--- src/rtl/eliminate.sv ---
// eliminate: 8x8 match-3 detector; marks horizontal/vertical runs of equal nonzero
// pieces in a captured board snapshot and clears them all at once.
module eliminate (
    input  logic         clk,
    input  logic         rst,
    input  logic         start,
    input  logic [191:0] board_in,
    output logic         busy,
    output logic         done,
    output logic         found,
    output logic [63:0]  clear_mask,
    output logic [6:0]   cleared_count,
    output logic [191:0] board_out
);
    typedef enum logic [2:0] {IDLE, ROW, COL, APPLY, DONE} state_t;
    state_t        state_q, state_d;
    logic [2:0]    idx_q, idx_d;
    logic [191:0]  snap_q, snap_d;
    logic [63:0]   marks_q, marks_d, row_m, col_m;
    logic [2:0]    cells [64];
    logic [191:0]  cleared_b;
    logic          found_q;
    logic [63:0]   mask_q;
    logic [6:0]    count_q;
    logic [191:0]  bout_q;

    function automatic logic run3(input logic [2:0] a, input logic [2:0] b, input logic [2:0] c);
        return (a != 3'd0) && (a == b) && (b == c);
    endfunction

    for (genvar g = 0; g < 64; g++) begin : g_cell
        assign cells[g] = snap_q[3*g +: 3];
        assign cleared_b[3*g +: 3] = marks_q[g] ? 3'd0 : cells[g];
    end

    // Cell address is {row, col}, so {idx, k} walks a row and {k, idx} walks a column
    always_comb begin
        row_m = '0;
        col_m = '0;
        for (int k = 0; k < 6; k++) begin
            if (run3(cells[{idx_q, 3'(k)}], cells[{idx_q, 3'(k + 1)}], cells[{idx_q, 3'(k + 2)}])) begin
                row_m[{idx_q, 3'(k)}]     = 1'b1;
                row_m[{idx_q, 3'(k + 1)}] = 1'b1;
                row_m[{idx_q, 3'(k + 2)}] = 1'b1;
            end
            if (run3(cells[{3'(k), idx_q}], cells[{3'(k + 1), idx_q}], cells[{3'(k + 2), idx_q}])) begin
                col_m[{3'(k), idx_q}]     = 1'b1;
                col_m[{3'(k + 1), idx_q}] = 1'b1;
                col_m[{3'(k + 2), idx_q}] = 1'b1;
            end
        end
    end

    always_comb begin
        state_d = state_q;
        idx_d   = idx_q;
        snap_d  = snap_q;
        marks_d = marks_q;
        case (state_q)
            IDLE: if (start) begin
                snap_d  = board_in;
                marks_d = '0;
                idx_d   = 3'd0;
                state_d = ROW;
            end
            ROW: begin
                marks_d = marks_q | row_m;
                idx_d   = idx_q + 3'd1;
                state_d = (idx_q == 3'd7) ? COL : ROW;
            end
            COL: begin
                marks_d = marks_q | col_m;
                idx_d   = idx_q + 3'd1;
                state_d = (idx_q == 3'd7) ? APPLY : COL;
            end
            APPLY:   state_d = DONE;
            DONE:    state_d = IDLE;
            default: state_d = IDLE;
        endcase
    end

    always_ff @(posedge clk) begin
        if (rst) begin
            state_q <= IDLE;
            idx_q   <= 3'd0;
            snap_q  <= '0;
            marks_q <= '0;
            found_q <= 1'b0;
            mask_q  <= '0;
            count_q <= 7'd0;
            bout_q  <= '0;
        end else begin
            state_q <= state_d;
            idx_q   <= idx_d;
            snap_q  <= snap_d;
            marks_q <= marks_d;
            if (state_q == APPLY) begin
                found_q <= |marks_q;
                mask_q  <= marks_q;
                count_q <= 7'($countones(marks_q));
                bout_q  <= cleared_b;
            end
        end
    end

    assign busy          = state_q != IDLE;
    assign done          = state_q == DONE;
    assign found         = found_q;
    assign clear_mask    = mask_q;
    assign cleared_count = count_q;
    assign board_out     = bout_q;
endmodule

--- config.mk ---
export PLATFORM = sky130hd
export DESIGN_NAME = eliminate
export DESIGN_NICKNAME = d
export VERILOG_FILES = /design/src/rtl/eliminate.sv
export SDC_FILE = /design/constraint.sdc
export NUM_CORES = 1
export LEC_CHECK = 0
export CAP_MARGIN = 10
export CELL_PAD_IN_SITES_DETAIL_PLACEMENT = 2
export CELL_PAD_IN_SITES_GLOBAL_PLACEMENT = 2
export CORE_UTILIZATION = 29
export DETAILED_ROUTE_END_ITERATION = 6
export PLACE_DENSITY_LB_ADDON = 0.1
export SYNTH_ARGS = -nofsm -noshare
export SYNTH_HDL_FRONTEND = slang
export SYNTH_SLANG_ARGS = --single-unit
--- constraint.sdc ---
create_clock -name clk -period 5.83 [get_ports clk]
set_input_delay 0.583 -clock clk [delete_from_list [all_inputs] [get_ports clk]]
set_output_delay 0.583 -clock clk [all_outputs]
set_load 0.005 [all_outputs]
==> impl_metrics.toml <==
[worst_setup_path]
crit-reg2reg-launch = "marks_q[47]"
crit_path_dat_ns = 6.60
critPathTopFamily = "adder cells"
timing.critical_path.cells = "inv_2 > fa_1 > inv_1 > fa_2 > inv_1 > fa_2 > fa_1 > fa_1 > fa_1 > fa_1 > fa_1 > inv_2 > ha_4 > fa_2 > a21o_1 > a21oi_2 > buf_4 > xnor2_2 > nand2_1 > a21oi_1"
path_common_cell = "fa_1"
timing.critical_path.slowest_stage_cell = "fa_1"
worstPathMaxFanout = 2
regToRegSetupSlack_ns = -0.21
worst_setup_end_kind = "flop"
r2r_cells = 20
rr_endpoint = "cleared_count[4]"
path_buf_inv = 5
cp-start-kind = "flop"
crit_type = "reg -> reg"
timing.critical_path.required_ns = 6.39
critical-path-max-stage-delay_ns = 0.55

[timing]
skew_ns = 0.0386
slew_viol_final = 0
setup-violations-final = 3
worst_case_setup_margin_in_the_final_layout_ns = -0.209
report.final.hold_viol_count = 0
grt_setup_unrepaired = "yes"
finalWorstPathRequiredPeriod_ns = 6.04
slew_headroom_pct = 24.7
period_share_pct = 104
worst-slew-pin-transition_ns = 1.13
maxClockFrequency_mhz = 166

[power_and_ir_drop]
power_per_cell_area_nw_per_um2 = 267
ir_drop_v = 0.000205
cellLeakagePower_nw = 12.6
report.power.total_mw = 8.92

[routing]
detailedRoute.firstIterationViolations = 1403
detail_route.drc_violations = 0
detail_route.wirelength_um = 131000
dr.pass1.iters = 5
via_per_inst = 5.38
via_count = 24500
ant_nets = 0
wl_per_cell_um = 28.8

[die]
die_w_um = 298
core_footprint_um2 = 86900
io-pin-count = 461
dieHeight_um = 298
dieArea_um2 = 89000
initial_core_util_pct = 29.3
rows = 108

[cells_and_area]
multi_input_comb_area_um2 = 13400
area.sequential_um2 = 10600
post_route_cells_drive_above_1_share_pct = 10.1
layout-area-overhead-vs-synth_pct = 31.0
layout_net_count = 3626
fillCellCount = 9521
layout.cells.non_filler = 4557

[run_status]
status = "finished with violations"
violated_checks = "setup timing"

[synthesis]
postSynthRegisterBits = 526
synth-warning-count = 0
syn-cell-area_um2 = 25500
post_synthesis_net_count = 3217
syn_area_per_cell_um2 = 8.63
async_reset_ff_share_pct = 0
ys_types = 91
synth_edf_count = 0
synth_cells = 2950
synth_sequential_area_ratio_pct = 41.4
primary_ff_master_synth = "dfxtp_1"

[clock_tree]
h-tree-depth = 2
clock_pin_slew_reported_for_the_worst_setup_and_hold_paths_after_clock_tree_synthesis_ns = 0.07
ctsHoldBuffers = 0
cts_tree = "yes"
cts_inserted_buffers = 60
clock_tree.root_cell = "clkbuf_16"
cts-root-to-sink-buffers = 3
cts.sink_count = 526
clock_insertion_delay_worst_skew_ns = 0.65

[global_route]
global_route_wire_length_before_repair_um = 189000
grt_start_max_net_pins = 153
gr-usage-all-layers_pct = 28.8
grt_antenna_before_repair = 11
first_global_vias = 26200
grt_overflow = 0

[worst_hold_path]
hold_end = "board_out[15]"
min-delay-path-class = "in -> reg"
worstHoldStart = "rst"
worstHoldPathCells = 2

[place]
gp_congestion = 0.898
half_perimeter_wire_length_of_the_detailed_placement_result_um = 101000
place_worst_setup_slack_ns = -0.376
portBuffers = 460
dpl.cell_count = 4451

[run]
max_cap_violations = 0
[layout make-up]
class                      instances  share of cell area (%)
timing repair buffer             569                    16.5
tap                             1155                    4.33
clock buffer                      89                    5.35
multi-input combinational       2089                    40.1
antenna                            1                 0.00750
inverter                         113                    1.27
clock inverter                    15                   0.796
sequential                       526                    31.7
[timing repair]
item / CTS / global route
gates resized for setup: 17 / 19
endpoints found under the hold margin: 0 / 0
setup endpoints to repair: 5 / 5
pin swaps: 15 / 15
setup buffers: 1 / 0
[power breakdown]
group	switching [mW]	internal [mW]	total, mW
combinational	0.633	0.413	1.05
clock	1.60	2.40	4.01
sequential	0.187	3.68	3.87
[routing by layer]
| metal | part of all wire [%] | global-route usage [%] | vias to the layer above |
|---|---|---|---|
| li1 | - | - | 11000 |
| met1 | 42 | 36.4 | 12600 |
| met2 | 50 | 50.5 | 781 |
| met3 | 4.9 | 3.39 | 196 |
| met4 | 3.6 | 10.0 | 6 |
| met5 | 0.031 | 0 | - |
[synthesized netlist by cell type, types with 26 or more instances]
library cell / n / share of area [%]
fa_1: 54 / 4.2
nor2_1: 195 / 2.9
nand3b_1: 53 / 1.6
o21ai_0: 39 / 0.77
inv_1: 111 / 1.6
nor3_1: 27 / 0.53
a221oi_1: 26 / 0.89
mux2i_1: 50 / 2.0
nand2_1: 617 / 9.1
clkbuf_1: 167 / 2.5
xnor2_1: 26 / 0.89
dfxtp_1: 526 / 41
mux4_2: 38 / 3.4
a21oi_1: 497 / 9.8
and3_1: 145 / 3.6
[worst max-delay path by stage]
stage | from | end | cells after the start
floorplan | marks_q[59] | cleared_count[6] | 21
global placement | marks_q[59] | cleared_count[6] | 21
detailed placement | marks_q[59] | cleared_count[6] | 21
CTS | marks_q[17] | cleared_count[6] | 21
global route | marks_q[61] | cleared_count[6] | 21
finish | marks_q[47] | cleared_count[4] | 20
[cell families after synthesis]
logic type / synth area share, %
AOI/OAI and AO/OA: 16.1
xor gates and xnor gates: 1.61
adders and majority gates: 5.13
buffers and inverters: 6.38
DFF: 41.4
muxes: 9.11
and+or+nand+nor: 20.3
[worst register-to-register path: cells and delay by family (launching register included)]
family,cells,cell delay (ns)
flip-flops,1,0.34
adder cells (fa/ha/maj),10,4.59
XOR/XNOR,1,0.10
AND/OR/NAND/NOR,1,0.07
AO/OA/AOI/OAI,3,0.51
buffers and inverters,5,0.36
[flip-flops by register name, indices dropped and copies added, names as in the netlist]
signal         flops
cleared_count      7
snap_q           192
idx_q              3
found              1
state_q            3
clear_mask        64
marks_q           64
board_out        192
[through the flow]
stage               TNS [ns]  hold WS [ns]  instance area [µm²]  utilization [%]
CTS                   -0.679         0.381                33300             38.3
detailed placement    -0.862         0.449                31200             35.9
global route           -1.15         0.424                33300             38.4
global placement      -0.427         0.446                31200             35.9
finish                -0.471         0.360                33300             38.4
floorplan                  0         0.432                25500                -
[cell usage in the layout (no fill, tap or decap), types with 9 or more instances in the layout]
cell type and instances:
clkdlybuf4s50_1 459, nand2b_1 14, inv_2 14, clkbuf_1 14, xnor2_1 25, buf_4 104
mux4_2 38, nor4_1 16, dfxtp_2 15, a21oi_1 494, mux2i_1 50, clkbuf_16 62
nor2_1 193, and3_1 145, nand3b_1 53, a22oi_1 20, nor3_1 26, o21ai_0 37
a31oi_1 9, ha_1 17, a221oi_1 26, inv_1 99, fa_1 50, clkbuf_8 13
nand2_1 616, mux2_2 12, xor2_1 19, mux4_1 23, dfxtp_1 509, o22ai_1 14
nand3_1 17, nor2b_1 11
Power figures use the tool's default switching activity.
